==> src/rtl/secded_pkg.sv <==
// Shared types and constants for the Hamming(16,11) SECDED decoder engine.
// Holds the FSM state encoding, error-flag codes and parity bit positions.
package secded_pkg;

   typedef enum logic [2:0] {
      IDLE,
      RD_LO,
      RD_HI,
      CAP,
      DEC,
      WR_LO,
      WR_HI,
      DONE
   } state_t;

   localparam logic [1:0] FLAG_NONE = 2'b00;
   localparam logic [1:0] FLAG_SGL  = 2'b01;
   localparam logic [1:0] FLAG_DBL  = 2'b10;

   localparam int P0_POS = 0;
   localparam int P1_POS = 1;
   localparam int P2_POS = 2;
   localparam int P4_POS = 4;
   localparam int P8_POS = 8;

endpackage

==> src/rtl/secded_decoder_engine_if.sv <==
// Control handshake and byte-wide data-memory bus of the decoder engine.
// master: engine side (start in, done/busy/mem requests out); slave: system side.
interface secded_decoder_engine_if #(
   parameter int ADDR_W = 8
);

   logic              start;
   logic              done;
   logic              busy;
   logic [ADDR_W-1:0] mem_addr;
   logic              mem_rd_en;
   logic [7:0]        mem_rd_data;
   logic              mem_wr_en;
   logic [7:0]        mem_wr_data;

   modport master (
      input  start,
      input  mem_rd_data,
      output done,
      output busy,
      output mem_addr,
      output mem_rd_en,
      output mem_wr_en,
      output mem_wr_data
   );

   modport slave (
      output start,
      output mem_rd_data,
      input  done,
      input  busy,
      input  mem_addr,
      input  mem_rd_en,
      input  mem_wr_en,
      input  mem_wr_data
   );

endinterface

==> src/rtl/secded_syndrome.sv <==
// Combinational Hamming(16,11) SECDED check: code -> corrected data + flag.
// Ports: code[15:0] in; data[10:0] (d11..d1) and flag[1:0] out.
module secded_syndrome
   import secded_pkg::*;
(
   input  logic [15:0] code,
   output logic [10:0] data,
   output logic [1:0]  flag
);

   logic [3:0]  syn;
   logic        gp;
   logic [15:0] fixed;

   always_comb begin
      syn   = '0;
      gp    = ^code;
      fixed = code;
      flag  = FLAG_NONE;
      for (int k = P0_POS + 1; k < 16; k++) begin
         if (code[k]) syn = syn ^ 4'(k);
      end
      // Odd overall parity: one flipped bit, located by the syndrome.
      // A zero syndrome points at p0, which carries no data.
      if (gp) begin
         fixed[syn] = ~fixed[syn];
         flag       = FLAG_SGL;
      end else if (syn != 4'd0) begin
         flag = FLAG_DBL;
      end
      data = {fixed[15:P8_POS+1],
              fixed[P8_POS-1:P4_POS+1],
              fixed[P4_POS-1]};
   end

endmodule

==> src/rtl/secded_decoder_engine.sv <==
// SECDED decoder engine: reads NUM_WORDS encoded words, writes message+flag.
// Ports: Clk, Reset (async high), bus (master: start/done/busy, memory port).
// Optional SECDED_ERR_COUNT_EN adds err1_cnt/err2_cnt saturating counters.
module secded_decoder_engine
   import secded_pkg::*;
#(
   parameter int NUM_WORDS = 15,
   parameter int SRC_BASE  = 30,
   parameter int DST_BASE  = 0,
   parameter int ADDR_W    = 8
) (
   input  logic                     Clk,
   input  logic                     Reset,
   secded_decoder_engine_if.master  bus
`ifdef SECDED_ERR_COUNT_EN
   ,
   output logic [7:0]               err1_cnt,
   output logic [7:0]               err2_cnt
`endif
);

   localparam int IDX_W = (NUM_WORDS > 1) ? $clog2(NUM_WORDS) : 1;

   state_t             state;
   state_t             nstate;
   logic [IDX_W-1:0]   idx;
   logic [7:0]         lo_q;
   logic [7:0]         hi_q;
   logic [10:0]        data_q;
   logic [1:0]         flag_q;
   logic [10:0]        dec_data;
   logic [1:0]         dec_flag;
   logic               start_ok;
   logic               last;
   logic [ADDR_W-1:0]  off;
   logic [ADDR_W-1:0]  src_lo;
   logic [ADDR_W-1:0]  dst_lo;

   secded_syndrome u_syn (
      .code ({hi_q, lo_q}),
      .data (dec_data),
      .flag (dec_flag)
   );

   assign start_ok = bus.start && (state == IDLE || state == DONE);
   assign last     = (idx == IDX_W'(NUM_WORDS - 1));
   // Byte offsets wrap modulo 2^ADDR_W by construction.
   assign off      = ADDR_W'(idx) << 1;
   assign src_lo   = ADDR_W'(SRC_BASE) + off;
   assign dst_lo   = ADDR_W'(DST_BASE) + off;

   always_ff @(posedge Clk or posedge Reset) begin
      if (Reset) begin
         state  <= IDLE;
         idx    <= '0;
         lo_q   <= '0;
         hi_q   <= '0;
         data_q <= '0;
         flag_q <= FLAG_NONE;
      end else begin
         state <= nstate;
         case (state)
            IDLE, DONE: if (start_ok) idx <= '0;
            RD_HI:      lo_q <= bus.mem_rd_data;
            CAP:        hi_q <= bus.mem_rd_data;
            DEC: begin
               data_q <= dec_data;
               flag_q <= dec_flag;
            end
            WR_HI:      if (!last) idx <= idx + IDX_W'(1);
            default: ;
         endcase
      end
   end

   always_comb begin
      nstate          = state;
      bus.done        = 1'b0;
      bus.busy        = 1'b1;
      bus.mem_addr    = '0;
      bus.mem_rd_en   = 1'b0;
      bus.mem_wr_en   = 1'b0;
      bus.mem_wr_data = '0;
      case (state)
         IDLE: begin
            bus.busy = 1'b0;
            if (start_ok) nstate = RD_LO;
         end
         RD_LO: begin
            bus.mem_addr  = src_lo;
            bus.mem_rd_en = 1'b1;
            nstate        = RD_HI;
         end
         RD_HI: begin
            bus.mem_addr  = src_lo + ADDR_W'(1);
            bus.mem_rd_en = 1'b1;
            nstate        = CAP;
         end
         CAP: nstate = DEC;
         DEC: nstate = WR_LO;
         WR_LO: begin
            bus.mem_addr    = dst_lo;
            bus.mem_wr_en   = 1'b1;
            bus.mem_wr_data = data_q[7:0];
            nstate          = WR_HI;
         end
         WR_HI: begin
            bus.mem_addr    = dst_lo + ADDR_W'(1);
            bus.mem_wr_en   = 1'b1;
            bus.mem_wr_data = {flag_q, 3'b000, data_q[10:8]};
            nstate          = last ? DONE : RD_LO;
         end
         DONE: begin
            bus.busy = 1'b0;
            bus.done = 1'b1;
            if (start_ok) nstate = RD_LO;
         end
         default: nstate = IDLE;
      endcase
   end

`ifdef SECDED_ERR_COUNT_EN
   // Counted once per word in DEC; untouched in DONE so results persist.
   always_ff @(posedge Clk or posedge Reset) begin
      if (Reset) begin
         err1_cnt <= '0;
         err2_cnt <= '0;
      end else if (start_ok) begin
         err1_cnt <= '0;
         err2_cnt <= '0;
      end else if (state == DEC) begin
         if (dec_flag == FLAG_SGL && err1_cnt != 8'hFF)
            err1_cnt <= err1_cnt + 8'd1;
         if (dec_flag == FLAG_DBL && err2_cnt != 8'hFF)
            err2_cnt <= err2_cnt + 8'd1;
      end
   end
`endif

endmodule

==> src/flat_wrapper.sv <==
// flat-port wrapper written by rule: the top's interface ports become plain ports
module secded_decoder_engine_flat import secded_pkg::*;
#(
   parameter int NUM_WORDS = 15,
   parameter int SRC_BASE  = 30,
   parameter int DST_BASE  = 0,
   parameter int ADDR_W    = 8
)
  (Clk, Reset, bus_start, bus_mem_rd_data, bus_done, bus_busy, bus_mem_addr, bus_mem_rd_en, bus_mem_wr_en, bus_mem_wr_data);
  secded_decoder_engine_if #(.ADDR_W(ADDR_W)) bus_i ();
  input  logic Clk;
  input  logic Reset;
  input wire logic [$bits(bus_i.start)-1:0] bus_start;
  input wire logic [$bits(bus_i.mem_rd_data)-1:0] bus_mem_rd_data;
  output wire logic [$bits(bus_i.done)-1:0] bus_done;
  output wire logic [$bits(bus_i.busy)-1:0] bus_busy;
  output wire logic [$bits(bus_i.mem_addr)-1:0] bus_mem_addr;
  output wire logic [$bits(bus_i.mem_rd_en)-1:0] bus_mem_rd_en;
  output wire logic [$bits(bus_i.mem_wr_en)-1:0] bus_mem_wr_en;
  output wire logic [$bits(bus_i.mem_wr_data)-1:0] bus_mem_wr_data;
  assign bus_i.start = bus_start;
  assign bus_i.mem_rd_data = bus_mem_rd_data;
  assign bus_done = bus_i.done;
  assign bus_busy = bus_i.busy;
  assign bus_mem_addr = bus_i.mem_addr;
  assign bus_mem_rd_en = bus_i.mem_rd_en;
  assign bus_mem_wr_en = bus_i.mem_wr_en;
  assign bus_mem_wr_data = bus_i.mem_wr_data;
  secded_decoder_engine #(.NUM_WORDS(NUM_WORDS), .SRC_BASE(SRC_BASE), .DST_BASE(DST_BASE), .ADDR_W(ADDR_W)) u_core (.Clk(Clk), .Reset(Reset), .bus(bus_i));
endmodule
==> config.mk <==
export PLATFORM = sky130hd
export DESIGN_NAME = secded_decoder_engine_flat
export DESIGN_NICKNAME = d
export VERILOG_FILES = /design/src/rtl/secded_pkg.sv /design/src/rtl/secded_decoder_engine_if.sv /design/src/rtl/secded_syndrome.sv /design/src/rtl/secded_decoder_engine.sv /design/src/flat_wrapper.sv
export SDC_FILE = /design/constraint.sdc
export NUM_CORES = 1
export LEC_CHECK = 0
export BUFFER_PORTS_ARGS = -buffer_cell sky130_fd_sc_hd__buf_2
export CORE_MARGIN = 1.5
export CORE_UTILIZATION = 35
export DETAILED_ROUTE_END_ITERATION = 10
export GPL_ROUTABILITY_DRIVEN = 0
export HOLD_SLACK_MARGIN = 0.03
export SYNTH_ARGS = -nofsm -noshare
export SYNTH_HDL_FRONTEND = slang
export SYNTH_HIERARCHICAL = 1
export SYNTH_SLANG_ARGS = --single-unit
==> constraint.sdc <==
create_clock -name Clk -period 7.72 [get_ports Clk]
set_input_delay 1.158 -clock Clk [delete_from_list [all_inputs] [get_ports Clk]]
set_output_delay 1.158 -clock Clk [all_outputs]
set_load 0.005 [all_outputs]
==> summary by stage <==
Synth
The synthesized netlist contains 60 unique library cells. The average instance area after synthesis is 10.4 um^2. The total of warnings raised by yosys is 6.

Summed over its instances, the top area cell type makes up between 30 and 40% of the synthesized netlist area. The share of the yosys chip area belonging to registers is between 30% and 40%. Synthesis produced roughly 250 cells.

In the synthesized netlist the async set-or-reset flop fraction comes to 100%. Counting flops and latches in the post-synthesis netlist gives 36. The most used flip-flop cell after synthesis is sky130_fd_sc_hd__dfrtp_1. After synthesis, the cell types taking the most area are sky130_fd_sc_hd__dfrtp_1 (34%), sky130_fd_sc_hd__mux2_2 (12%), sky130_fd_sc_hd__xnor2_1 (6.3%). In the synthesized netlist, the cells that appear most often are sky130_fd_sc_hd__dfrtp_1 (36), sky130_fd_sc_hd__mux2_2 (29), sky130_fd_sc_hd__nor2_1 (28).

The most common cell in the synthesized netlist is sky130_fd_sc_hd__dfrtp_1. sky130_fd_sc_hd__dfrtp_1 takes more of the synthesized area than any other cell. The number of enable-type register cells in the synthesized netlist is 0.

The cell area after technology mapping is roughly 2600 um^2.

Clock network
The cts-stage hold buffer count is 0. The tree built by TritonCTS fans out to 36 sinks. Counting the buffers created by CTS gives 5. Post-CTS timing repair inserted 0 buffers for setup. The buffer levels on the longest clock path is 2. The clock tree from TritonCTS is yes.

The maximum level of the CTS H-tree is 2. The clock transition at the registers of the reported paths is ~0.07 ns. The clock latency on the worst-skew pair is between 0.2 and 0.3 ns. Gates resized during post-CTS repair numbered 0. The clock tree root buffer cell is sky130_fd_sc_hd__clkbuf_8.

Worst setup path
The worst setup path is of the flip-flop to output pin kind. The library cell contributing the largest single delay on the critical path is sky130_fd_sc_hd__nor2b_1. The start point of the critical path is u_core/state[1]. The worst path required time is ~6.6 ns. The sort of element at the end of the critical path is an output pin. Data arrives at the worst endpoint at about 2.3 ns. The worst reg-to-reg setup slack is around 4.8 ns. The signal on the critical path passes through nor2b_1, nor2_1, a211oi_1, buf_2. The critical path buffer and inverter count is 1. The reg-to-reg startpoint is u_core/lo_q[5]. Broken down by cell family, the worst path's largest delay share belongs to simple AND/OR/NAND/NOR gates.

The startpoint class of the critical path is a flip-flop. The maximum fanout along the worst path is 13. In this design, the stage delay of the slowest critical-path cell is 0.67 ns.

STA
Setup violations remaining at the end of the flow were counted as 0. Setup repair after global routing left no endpoint under its margin. The number of hold violations in the final report is 0.

The clock period minus worst slack is roughly 3.4 ns. At the pin with the least slew margin, the transition time is about 0.75 ns. The worst-case clock skew is between 0.008 and 0.009 ns. The max-slew violation count is 0. In the finished design, the share of the clock period the worst path needs comes to roughly 44%. The final total negative setup slack is 0 ns. Timing would allow up to approximately 290 MHz. In this run the tightest slew margin relative to its limit is roughly 50%.

Routing
The first detailed-routing pass ran for 4 iterations. The vias per cell is 5.12. In the routed design, unresolved DRC markers number 0. Summed over all layers, the routed wires come to roughly 5600 um. The count of nets left with antenna violations after detail routing is 0. The DRC violation total after the first TritonRoute iteration is slightly above 90. In the detailed route, the total length drawn on met2 is about 2600 um. The highest metal layer carrying signal wires in the routed design is met4. The routed layout has 1908 vias. Summed over all nets, wire length on met3 after detailed routing comes to around 190 um. For this block, wires on met1 add up to 2790 um. Dividing the detail-routed wire length by the instance count gives 15.1 um.

Global routing
For this run, the total global-route usage over all layers was measured as 14.9%. The maximum number of pins on one net before global-route repair is 37. The number of antenna violations at the first check in global routing is 0.

The overall overflow remaining after global route is 0. The first global-routing pass estimated ~9700 um of wire. The number of global-route vias before repair is between 1500 and 2000.

Floorplan
The chip height is between 80 and 90 um. For this configuration, the core starts out at a cell density of between 30% and 40%. The width of the chip is ~90 um. The number of core rows is 31. The core region is 7250 um^2. The die covers between 8000 and 9000 um^2. The count of boundary I/O pins is 31.

Finish
The layout overhead on the synthesized area is 9.70%. The count of fill cells added during filler insertion is between 700 and 800. Cells fill about 40% of the core in the end. The post-route cell area is slightly below 3000 um^2. The number of diodes is 0. The total number of nets in the final design is 287. The post-route netlist has between 30% and 40% of its cells at a drive strength greater than 1.

Min path
The class of the most critical hold timing path is flip-flop to flip-flop. In this run the most critical hold path is launched from u_core/data_q[3].

Place
After legalization and detailed placement, the total HPWL measured about 4200 um. Port buffering added 28 buffers. The standard cell area after detailed placement is approximately 2800 um^2.

Run
The number of maximum-capacitance constraint violations is 0.

Outcome
The run finished with clean final reports.
state kept, by name (all words and copies together), names as in the netlist:
| signal | count |
|---|---|
| u_core/state | 3 |
| u_core/data_q | 11 |
| u_core/lo_q | 8 |
| u_core/idx | 4 |
| u_core/flag_q | 2 |
| u_core/hi_q | 8 |
layout by cell type (no fill, tap or decap), types with 3 or more instances in the layout:
cell                       netlist  routed
sky130_fd_sc_hd__dfrtp_1        36      36
sky130_fd_sc_hd__mux2_2         29      29
sky130_fd_sc_hd__buf_2           7      28
sky130_fd_sc_hd__nor2_1         28      28
sky130_fd_sc_hd__xnor2_1        19      19
sky130_fd_sc_hd__xor2_1         11      11
sky130_fd_sc_hd__o21ai_0        11      11
sky130_fd_sc_hd__mux2_4          8       8
sky130_fd_sc_hd__a22oi_1         7       7
sky130_fd_sc_hd__nand2_1         7       7
sky130_fd_sc_hd__clkbuf_8        0       6
sky130_fd_sc_hd__inv_1           6       6
sky130_fd_sc_hd__and3_1          5       5
sky130_fd_sc_hd__a21oi_1         5       5
sky130_fd_sc_hd__nor2b_1         4       4
sky130_fd_sc_hd__and2_1          4       4
sky130_fd_sc_hd__nand3_1         4       4
sky130_fd_sc_hd__nor3_1          3       3
sky130_fd_sc_hd__ha_1            3       3
sky130_fd_sc_hd__o31ai_1         3       3
final cells by class:
cell class	count	area, um^2	share of cell area (%)
flip-flops and latches	36	901	31.2
clock inverters	1	7.51	0.260
clock buffers	7	86.3	2.99
multi-input cells	195	1600	55.4
well taps	99	124	4.29
repair buffers	29	148	5.11
inverters	6	22.5	0.780
layer usage:
layer	vias to the layer above	GRT usage (%)
met5	-	0
met3	7	3.05
met2	42	23.6
li1	929	-
met1	930	20.7
met4	0	3.97
worst paths after layout:
| check | to | depth (start not counted) |
|---|---|---|
| setup / recovery | bus_mem_addr[5] | 4 |
| hold / removal | u_core/data_q[3] | 1 |
| setup reg to reg | u_core/data_q[3] | 8 |
| hold reg to reg | u_core/data_q[3] | 1 |
| max in group asynchronous | u_core/data_q[0] | 3 |
| min in group asynchronous | u_core/hi_q[5] | 3 |
cells by family after synthesis:
group | synth area share (%)
AOI/OAI and AO/OA | 11.3
xor gates and xnor gates | 14.1
adders and majority gates | 1.81
buffers and inverters | 5.18
DFF | 34.2
muxes | 18.2
other | 0.142
and+or+nand+nor | 15.1
per-stage QoR:
| stage | hold slack [ns] | setup WS, ns | std cells |
|---|---|---|---|
| 6_report | 0.504 | 4.30 | 373 |
| 5_1_grt | 0.526 | 4.05 | 373 |
| 4_1_cts | 0.506 | 4.28 | 373 |
| 3_5_place_dp | 0.490 | 4.62 | 365 |
| 3_3_place_gp | 0.490 | 4.59 | 365 |
| 2_1_floorplan | 0.473 | 5.14 | 254 |
Power is left out: the tool's default activity adds up to more than one toggle a clock period on the data nets, which glitch-free logic cannot reach.
